$ cat config.mk
export PLATFORM = sky130hd
export DESIGN_NAME = mario_sprite_fetch_flat
export DESIGN_NICKNAME = d
export VERILOG_FILES = /design/src/rtl/mario_sprite_fetch_if.sv /design/src/rtl/mario_sprite_fetch.sv /design/src/flat_wrapper.sv
export SDC_FILE = /design/constraint.sdc
export NUM_CORES = 1
export LEC_CHECK = 0
export ABC_AREA = 0
export CAP_MARGIN = 20
export CORE_MARGIN = 5
export CORE_UTILIZATION = 30
export CTS_BUF_LIST = sky130_fd_sc_hd__clkbuf_8
export CTS_CLUSTER_SIZE = 30
export DETAILED_ROUTE_END_ITERATION = 8
export DONT_BUFFER_PORTS = 1
export SLEW_MARGIN = 25
export SYNTH_ARGS = -nofsm -noshare
export SYNTH_HDL_FRONTEND = slang
export SYNTH_SLANG_ARGS = --single-unit
$ cat constraint.sdc
create_clock -name clk -period 3.6 [get_ports clk]
set_input_delay 0.72 -clock clk [delete_from_list [all_inputs] [get_ports clk]]
set_output_delay 0.72 -clock clk [all_outputs]
set_load 0.02 [all_outputs]
$ cat src/rtl/mario_sprite_fetch_if.sv
// Pixel-side bus of the Mario sprite fetcher: scan position, latched sprite state,
// the ROM address/select/data path and the keyed pixel returned to the display mux.
interface mario_sprite_fetch_if;
  // No valid/ready pair: the scan delivers one pixel every cycle and the fetcher always
  // accepts it; outputs describe the pixel sampled three cycles earlier, every cycle.
  logic [9:0]  hCount;
  logic [9:0]  vCount;
  logic        bright;
  logic [9:0]  mario_x;
  logic [9:0]  mario_y;
  logic        moving;
  logic        airborne;
  logic        face_left;
  logic [9:0]  rom_addr;
  logic [2:0]  rom_sel;
  logic [11:0] rom_data;
  logic        sprite_hit;
  logic [11:0] sprite_rgb;

  modport slave (
    input  hCount, vCount, bright, mario_x, mario_y, moving, airborne, face_left, rom_data,
    output rom_addr, rom_sel, sprite_hit, sprite_rgb
  );

  modport master (
    output hCount, vCount, bright, mario_x, mario_y, moving, airborne, face_left, rom_data,
    input  rom_addr, rom_sel, sprite_hit, sprite_rgb
  );
endinterface

$ cat src/rtl/mario_sprite_fetch.sv
// Mario sprite fetcher: per-frame state latch, walk animation, bounding-box test,
// ROM addressing and a three-stage pipeline that keys out transparent pixels.
module mario_sprite_fetch #(
  parameter int          SPRITE_DIM  = 32,
  parameter logic [11:0] TRANSPARENT = 12'h000,
  parameter int          WALK_FRAMES = 8
) (
  input logic            clk,
  input logic            rst_n,
  mario_sprite_fetch_if.slave bus
);

  localparam logic [7:0]  ANIM_LAST = 8'(WALK_FRAMES - 1);
  localparam logic [10:0] DIM       = 11'(SPRITE_DIM);

  logic [9:0]  x_lat;
  logic [9:0]  y_lat;
  logic        frame_valid;
  logic [7:0]  anim_cnt;
  logic        walk_phase;
  logic        in_box_d1;
  logic        in_box_d2;

  logic        frame_latch;
  logic [9:0]  x_eff;
  logic [9:0]  y_eff;
  logic        valid_eff;
  logic [10:0] dx;
  logic [10:0] dy;
  logic        in_box;
  logic        walking;
  logic        opaque;
  logic [2:0]  pose_next;

  // The latch pixel itself must see the freshly captured position, so bypass the shadows.
  always_comb begin
    frame_latch = (bus.hCount == 10'd0) && (bus.vCount == 10'd0);
    x_eff       = frame_latch ? bus.mario_x : x_lat;
    y_eff       = frame_latch ? bus.mario_y : y_lat;
    valid_eff   = frame_latch || frame_valid;
    dx          = {1'b0, bus.hCount} - {1'b0, x_eff};
    dy          = {1'b0, bus.vCount} - {1'b0, y_eff};
    in_box      = !dx[10] && (dx < DIM) && !dy[10] && (dy < DIM) && bus.bright && valid_eff;
    walking     = bus.moving && !bus.airborne;
    opaque      = in_box_d2 && (bus.rom_data != TRANSPARENT);
  end

  // Pose uses the phase as it stood before this latch advances the animation.
  always_comb begin
    pose_next = {2'b00, bus.face_left};
    if (bus.airborne)
      pose_next = {2'b10, bus.face_left};
    else if (bus.moving && walk_phase)
      pose_next = {2'b01, bus.face_left};
  end

  always_ff @(posedge clk or negedge rst_n) begin
    if (!rst_n) begin
      x_lat          <= '0;
      y_lat          <= '0;
      frame_valid    <= 1'b0;
      anim_cnt       <= '0;
      walk_phase     <= 1'b0;
      in_box_d1      <= 1'b0;
      in_box_d2      <= 1'b0;
      bus.rom_addr   <= '0;
      bus.rom_sel    <= '0;
      bus.sprite_hit <= 1'b0;
      bus.sprite_rgb <= '0;
    end else begin
      if (frame_latch) begin
        x_lat       <= bus.mario_x;
        y_lat       <= bus.mario_y;
        frame_valid <= 1'b1;
        bus.rom_sel <= pose_next;
        if (walking) begin
          if (anim_cnt == ANIM_LAST) begin
            anim_cnt   <= '0;
            walk_phase <= ~walk_phase;
          end else begin
            anim_cnt <= anim_cnt + 8'd1;
          end
        end else begin
          anim_cnt   <= '0;
          walk_phase <= 1'b0;
        end
      end

      if (in_box)
        bus.rom_addr <= {dy[4:0], dx[4:0]};

      in_box_d1      <= in_box;
      in_box_d2      <= in_box_d1;
      bus.sprite_hit <= opaque;
      bus.sprite_rgb <= opaque ? bus.rom_data : 12'h000;
    end
  end

endmodule
$ cat src/flat_wrapper.sv
// flat-port wrapper written by rule: the top's interface ports become plain ports
module mario_sprite_fetch_flat 
#(
  parameter int          SPRITE_DIM  = 32,
  parameter logic [11:0] TRANSPARENT = 12'h000,
  parameter int          WALK_FRAMES = 8
)
  (clk, rst_n, bus_hCount, bus_vCount, bus_bright, bus_mario_x, bus_mario_y, bus_moving, bus_airborne, bus_face_left, bus_rom_data, bus_rom_addr, bus_rom_sel, bus_sprite_hit, bus_sprite_rgb);
  mario_sprite_fetch_if bus_i ();
  input logic clk;
  input logic rst_n;
  input wire logic [$bits(bus_i.hCount)-1:0] bus_hCount;
  input wire logic [$bits(bus_i.vCount)-1:0] bus_vCount;
  input wire logic [$bits(bus_i.bright)-1:0] bus_bright;
  input wire logic [$bits(bus_i.mario_x)-1:0] bus_mario_x;
  input wire logic [$bits(bus_i.mario_y)-1:0] bus_mario_y;
  input wire logic [$bits(bus_i.moving)-1:0] bus_moving;
  input wire logic [$bits(bus_i.airborne)-1:0] bus_airborne;
  input wire logic [$bits(bus_i.face_left)-1:0] bus_face_left;
  input wire logic [$bits(bus_i.rom_data)-1:0] bus_rom_data;
  output wire logic [$bits(bus_i.rom_addr)-1:0] bus_rom_addr;
  output wire logic [$bits(bus_i.rom_sel)-1:0] bus_rom_sel;
  output wire logic [$bits(bus_i.sprite_hit)-1:0] bus_sprite_hit;
  output wire logic [$bits(bus_i.sprite_rgb)-1:0] bus_sprite_rgb;
  assign bus_i.hCount = bus_hCount;
  assign bus_i.vCount = bus_vCount;
  assign bus_i.bright = bus_bright;
  assign bus_i.mario_x = bus_mario_x;
  assign bus_i.mario_y = bus_mario_y;
  assign bus_i.moving = bus_moving;
  assign bus_i.airborne = bus_airborne;
  assign bus_i.face_left = bus_face_left;
  assign bus_i.rom_data = bus_rom_data;
  assign bus_rom_addr = bus_i.rom_addr;
  assign bus_rom_sel = bus_i.rom_sel;
  assign bus_sprite_hit = bus_i.sprite_hit;
  assign bus_sprite_rgb = bus_i.sprite_rgb;
  mario_sprite_fetch #(.SPRITE_DIM(SPRITE_DIM), .TRANSPARENT(TRANSPARENT), .WALK_FRAMES(WALK_FRAMES)) u_core (.clk(clk), .rst_n(rst_n), .bus(bus_i));
endmodule
==> qor.csv, run 1 <==
stage,metric,value,unit
outcome,status,finished with violations,
outcome,violated checks,negative setup slack,
timing,Setup Skew,7.475,ps
placement,Inst Count DP,547,
clock_tree,# hold bufs at CTS,0,
power,leakage,2.367,nW
clock_tree,CTS Buffer Depth,2,
synthesis,gate count of the mapped netlist,349,
timing,max-slew violation total from the final report,0,
cells_and_area,Layout Nets,513,
power,power per cell area,333.7,nW/um^2
placement,port bufs,0,
cells_and_area,Final Non-Filler Cells,579,
job,max_cap viols,0,
min_path,worst hold path type,input pin to async pin,
synthesis,Yosys warning count,0,
worst_setup_path,CP arrival,4070,ps
synthesis,"Seq/Total Area, Yosys",41.88,%
floorplan,Starting Density,30.48,%
drt,vias,2891,
drt,Vias/cell,4.993,
clock_tree,clock buffer count from CTS,9,
worst_setup_path,Crit Path Class,input pin to flip-flop,
worst_setup_path,critical path startpoint category,input pin,
global_route,GR Util All Layers,14.11,%
synthesis,unique cell type count in the Yosys netlist,57,
synthesis,most common flop cell mapped by yosys,dfrtp_1,
timing,Setup Total Neg Slack,-2257,ps
clock_tree,"Clk pin slew, worst setup/hold paths",70,ps
clock_tree,root buffer cell,clkbuf_8,
floorplan,Die Y,117.5,um
timing,Final min period,3851,ps
worst_setup_path,Worst setup EP type,flip-flop,
global_route,vias in the first global route,3081,
drt,WL final,9882,um
synthesis,Syn Nets,431,
drt,antenna violation net count after detailed routing,0,
global_route,largest net degree at the start of global routing,59,
worst_setup_path,"Data required, critical path",3820,ps
drt,initial detailed-routing violation count,171,
floorplan,Core Rows,39,
synthesis,Yosys reg bits,58,
placement,global placement routability congestion,0.8689,
timing,unrepaired setup endpoints after global routing,yes,
timing,Setup WS post-layout,-251.4,ps
floorplan,Die Width,117.5,um
clock_tree,CTS Sinks,58,
global_route,first-pass GRT wire length,15610,um
timing,worst relative slew slack,58.63,%
placement,detailed placement HPWL,7661,um
timing,Tightest Pin Transition,616.9,ps
drt,DRT Pass-1 Iters,4,
cells_and_area,P&R area growth vs syn,40.11,%
cells_and_area,Filler cells,1059,
power,VDD IR max,220.0,uV
synthesis,Syn Area/Cell,9.931,um^2
timing,Setup-failing EPs final,11,
worst_setup_path,crit-path max FO,8,
power,"Power, Total",1.620,mW
synthesis,Synth top area share,41.88,%
floorplan,boundary pin count,84,
timing,Final Hold Viols,0,
timing,Final period util,107.0,%
clock_tree,clock tree from TritonCTS,built,
synthesis,synthesized cell area,3466,um^2
synthesis,synth cell count leaders,"58 x dfrtp_1, 32 x inv_1, 22 x ha_1, 22 x mux2i_1, 22 x nand2_1",
synthesis,Synth area leader,dfrtp_1,
worst_setup_path,reg2reg setup slack,540,ps
synthesis,most numerous cell in the Yosys netlist,dfrtp_1,
floorplan,Core Area,11370,um^2
cells_and_area,layout cells sized above 1,37.70,%
placement,post-placement setup slack,-816.8,ps
clock_tree,H-tree depth,3,
drt,DR DRC count,0,
synthesis,number of synthesized flops with an enable pin,0,
synthesis,Synth area leaders,"dfrtp_1 42%, ha_1 7.9%, mux2i_1 6.4%",
drt,Wirelength per Cell,17.07,um
global_route,initial antenna violation count,1,
clock_tree,clock latency on the worst-skew pair,340,ps
synthesis,"Async S/R FF share, synth",100.0,%
global_route,Overflow after GRT,0,
timing,Highest Clock Rate,0.2596,GHz
floorplan,Die ar.,13800,um^2
## cell families (layout without fill, tap and decap cells)
family                   after synthesis  count (layout)  share of synthesized area [%]
AO/OA/AOI/OAI                         75              75                          14.37
XOR/XNOR                               7               7                          1.769
adder cells (fa/ha/maj)               24              24                          9.097
buffers and inverters                 43             129                          4.910
flip-flops                            58              58                          41.88
multiplexers                          35              35                          11.23
other                                  0               1                              0
AND/OR/NAND/NOR                      107             107                          16.75
## sequential cells by signal, summed over array words and instances (netlist names), 3 cells and up
signal / flops
u_core.anim_cnt: 8
u_core.bus.rom_addr: 10
u_core.bus.rom_sel: 3
u_core.bus.sprite_rgb: 12
u_core.x_lat: 10
u_core.y_lat: 10
## metrics by stage
| stage | hold slack [ps] | instance area [um^2] | util, % |
|---|---|---|---|
| global route | 41.68 | 4856 | 42.71 |
| floorplan | 331.2 | 3581 | - |
| finish | 68.99 | 4856 | 42.71 |
| detailed placement | 337.8 | 4173 | 36.70 |
| CTS | 44.68 | 4597 | 40.43 |
| global placement | 337.1 | 4173 | 36.70 |
## critical path: stages
cell and delay (ps):
nor4_4 280, nand3_2 170, nor2_4 150, buf_6 120, mux2_4 310, ha_4 170, fa_2 340, and2b_1 230
o211ai_2 120, a31oi_2 170, mux2i_1 110, or4_1 470, nand4bb_1 220, buf_6 170, mux2_4 290
## final cells by class
class	instances	area [um^2]	share of cell area, %
Multi-Input combinational cell	248	2205	45.40
Sequential cell	58	1451	29.89
Timing Repair Buffer	81	644.4	13.27
Tap cell	143	178.9	3.685
Clock buffer	11	151.4	3.118
Inverter	33	123.9	2.551
Clock inverter	4	98.84	2.036
Antenna cell	1	2.502	0.05153
## power by group
group | total [mW] | internal, mW | switching (mW)
Combinational | 0.198 | 0.105 | 0.0930
Sequential | 0.657 | 0.653 | 0.00390
Clock | 0.765 | 0.495 | 0.270
## path summary, 6_finish.rpt
path,startpoint,to,cells after the start
max reg2reg,u_core.y_lat[0],u_core.bus.rom_addr[7],11
min reg2reg,u_core.in_box_d1,u_core.in_box_d2,0
min in group clk,u_core.in_box_d1,u_core.in_box_d2,0
max,bus_hCount[2],u_core.bus.rom_addr[7],15
min,rst_n,u_core.anim_cnt[6],0
max in group asynchronous,rst_n,u_core.y_lat[1],0
## cell usage in the layout, fill, tap and decap left out, types with 4 or more instances in the layout
master,n
inv_1,30
o21ai_0,9
a21oi_1,14
dfrtp_1,58
mux2i_2,8
nand2_1,22
nand3_1,8
xnor2_1,6
o21a_1,6
clkbuf_8,11
o31ai_1,4
ha_4,5
a31oi_1,4
mux2i_1,11
o21ai_1,8
a21o_1,4
buf_4,76
nor2b_1,7
and2_1,13
mux2_2,6
ha_1,14
mux2_4,7
nor2_1,14
nor4_4,4
nor3_1,5
## routing by layer
layer | track usage, % | wire length, um | vias to the layer above
met5 | 0 | 0 | -
met4 | 5.018 | 274 | 0
met3 | 4.469 | 491 | 16
met2 | 26.06 | 5330 | 59
met1 | 14.96 | 3785 | 1409
li1 | - | - | 1407
## timing repair
item	CTS	global route
gates cloned	0	0
gates resized for setup	14	41
buffers inserted	13	3
pin swaps	15	18
endpoints found under the setup margin	11	11
Note: power is estimated with default switching activity, not from simulation.
==> run 2, diff against run 1 <==
- clock period: 3.6 -> 3.8 ns (I/O delays scaled with it)
==> qor.csv, run 2 (synthesis gave the netlist of run 1 again) <==
stage,metric,value,unit,change
outcome,status,finished with violations,,
outcome,violated checks,negative setup slack,,
timing,max-slew violation total from the final report,0,,unchanged
global_route,GR Util All Layers,13.88,%,-0.23 points
placement,port bufs,0,,unchanged
power,Logic pwr share,11.2,%,-1.0 points
timing,Setup WS post-layout,-125.7,ps,+125.7 ps
drt,initial detailed-routing violation count,140,,-18%
clock_tree,clock tree from TritonCTS,built,,
worst_setup_path,CP arrival,4150,ps,+80 ps
floorplan,Die Y,117.5,um,unchanged
global_route,largest net degree at the start of global routing,59,,unchanged
cells_and_area,register bank with the most flops,u_core.bus.sprite_rgb,,
drt,DR DRC count,0,,unchanged
timing,Tightest Pin Transition,953.8,ps,+336.9 ps
timing,Setup-failing EPs final,10,,-1
worst_setup_path,r2r worst-path depth,11,,unchanged
clock_tree,clock latency on the worst-skew pair,350,ps,about the same
placement,global placement routability congestion,0.9033,,+4.0%
power,internal power,1.157,mW,-7.7%
power,Net Sw Frac,22.92,%,+0.27 points
drt,antenna violation net count after detailed routing,0,,unchanged
worst_setup_path,Worst setup EP type,flip-flop,,
worst_setup_path,critical path startpoint category,input pin,,
timing,Setup Skew,12.18,ps,+4.704 ps
min_path,worst hold path type,input pin to async pin,,
drt,DRT Pass-1 Iters,4,,unchanged
global_route,vias in the first global route,2969,,-3.6%
global_route,first-pass GRT wire length,15260,um,-2.3%
cells_and_area,Final Non-Filler Cells,568,,-1.9%
worst_setup_path,Crit Path Class,input pin to flip-flop,,
timing,Final min period,3926,ps,
cells_and_area,most frequent cells in the layout,"66 x buf_4, 58 x dfrtp_1, 33 x inv_1",,
floorplan,Die Width,117.5,um,unchanged
cells_and_area,"commonest non-fill, non-tap cell in the layout",buf_4,,
floorplan,Core Rows,39,,unchanged
drt,Wirelength per Cell,16.32,um,-4.4%
cells_and_area,max reg flops,12,,unchanged
clock_tree,H-tree depth,3,,unchanged
job,max_cap viols,0,,unchanged
global_route,initial antenna violation count,0,,-1
cells_and_area,Filler cells,1080,,+2.0%
global_route,Overflow after GRT,0,,unchanged
power,VDD IR max,213.2,uV,-3.1%
cells_and_area,Layout Nets,502,,-2.1%
drt,vias,2816,,-2.6%
worst_setup_path,slowest cell delay on critical path,470,ps,about the same
placement,detailed placement HPWL,7356,um,-4.0%
timing,Highest Clock Rate,0.2547,GHz,
clock_tree,# hold bufs at CTS,0,,unchanged
power,leakage,2.328,nW,-1.6%
floorplan,boundary pin count,84,,unchanged
worst_setup_path,"Critical Path, Cell by Cell","nor4_4, nand3_2, nor2_2, buf_6, buf_6, mux2_4, ha_4, fa_2, and2b_1, o211ai_2, a31oi_2, mux2i_1, or4_1, nand4bb_1, buf_6, mux2_4",,
clock_tree,clock buffer count from CTS,9,,unchanged
clock_tree,CTS Sinks,58,,unchanged
worst_setup_path,"Data required, critical path",4020,ps,+200 ps
drt,WL final,9271,um,-6.2%
drt,Vias/cell,4.958,,-0.71%
power,clock share of power,47.4,%,+0.2 points
floorplan,Die ar.,13800,um^2,unchanged
timing,Final Hold Viols,0,,unchanged
floorplan,Core Area,11370,um^2,unchanged
power,power per cell area,328.5,nW/um^2,-1.6%
worst_setup_path,slowest library cell on the worst path,or4_1,,
worst_setup_path,R2R Path End,u_core.bus.rom_addr[9],,
clock_tree,"Clk pin slew, worst setup/hold paths",70,ps,about the same
timing,unrepaired setup endpoints after global routing,yes,,
worst_setup_path,r2r startpoint,u_core.y_lat[0],,
cells_and_area,Diodes inserted,0,,-1
timing,worst relative slew slack,35.87,%,-23 points
cells_and_area,P&R area growth vs syn,31.84,%,
timing,Final period util,103.3,%,
clock_tree,CTS Buffer Depth,2,,unchanged
power,Psw,344.0,uW,-6.3%
worst_setup_path,crit-path max FO,8,,unchanged
worst_setup_path,most frequent CP cell,buf_6,,
power,"Power, Total",1.501,mW,-7.4%
cells_and_area,layout cells sized above 1,29.88,%,-7.8 points
floorplan,Starting Density,30.48,%,unchanged
clock_tree,root buffer cell,clkbuf_8,,
placement,Inst Count DP,546,,-0.18%
power,Seq pwr share,41.5,%,+0.9 points
worst_setup_path,reg2reg setup slack,750,ps,+210 ps
==> run 2: area by class of cell <==
type	count	area (um^2)	share of cell area, %
Tap cell	143	178.9	3.916
Clock inverter	6	106.4	2.327
Sequential cell	58	1451	31.76
Timing Repair Buffer	70	540.5	11.83
Clock buffer	10	137.6	3.012
Inverter	33	123.9	2.711
Multi-Input combinational cell	248	2031	44.44
==> run 2: routing by layer <==
layer / routed length [um] / GRT usage, %
met1: 3648 / 15.78
met2: 4776 / 23.59
met3: 553 / 4.277
met4: 293 / 6.738
met5: 0 / 0
==> run 2: worst max path at each step <==
stage | cells past startpoint | slack [ps] | from | end
after floorplan | 16 | -310 | bus_vCount[9] | u_core.bus.rom_addr[2]
after global placement | 17 | -550 | bus_hCount[7] | u_core.bus.rom_addr[9]
after detailed placement | 16 | -680 | bus_hCount[7] | u_core.bus.rom_addr[9]
after CTS | 16 | -150 | bus_hCount[2] | u_core.bus.rom_addr[9]
after global routing | 14 | -260 | bus_hCount[2] | u_core.bus.rom_addr[9]
final | 16 | -130 | bus_hCount[2] | u_core.bus.rom_addr[9]
==> run 2: stage by stage <==
step           area (um^2)  hold slack [ps]  setup TNS [ps]  utilization (%)  setup WS, ps
2_1_floorplan         3568            331.2           -2419                -        -313.4
3_3_place_gp          4140            333.2           -5817            36.41        -554.4
3_5_place_dp          4140            335.6           -7052            36.41        -678.4
4_1_cts               4457            81.70           -1327            39.20        -147.2
5_1_grt               4569            78.05           -2665            40.19        -262.8
6_report              4569            106.6           -1021            40.19        -125.7
==> run 2: critical path: cells and delay by family <==
kind | cells | cell delay [ps]
and+or+nand+nor | 6 | 1530
muxes | 3 | 710
adders and majority gates | 2 | 500
buffers and inverters | 3 | 380
AOI/OAI and AO/OA | 2 | 270
==> run 2: power groups by stage <==
stage | registers (mW) | logic, mW | clock network, mW
floorplan | 0.634 | 0.0983 | 0
global placement | 0.634 | 0.155 | 0
detailed placement | 0.634 | 0.157 | 0
CTS | 0.623 | 0.161 | 0.734
global route | 0.622 | 0.184 | 0.771
finish | 0.623 | 0.168 | 0.711
==> run 2: timing repair <==
item / 4_1_cts / 5_1_grt
setup endpoints to repair: 11 / 11
pin swaps: 9 / 9
gates cloned: 0 / 0
buffers inserted: 4 / 2
gates resized for setup: 9 / 22
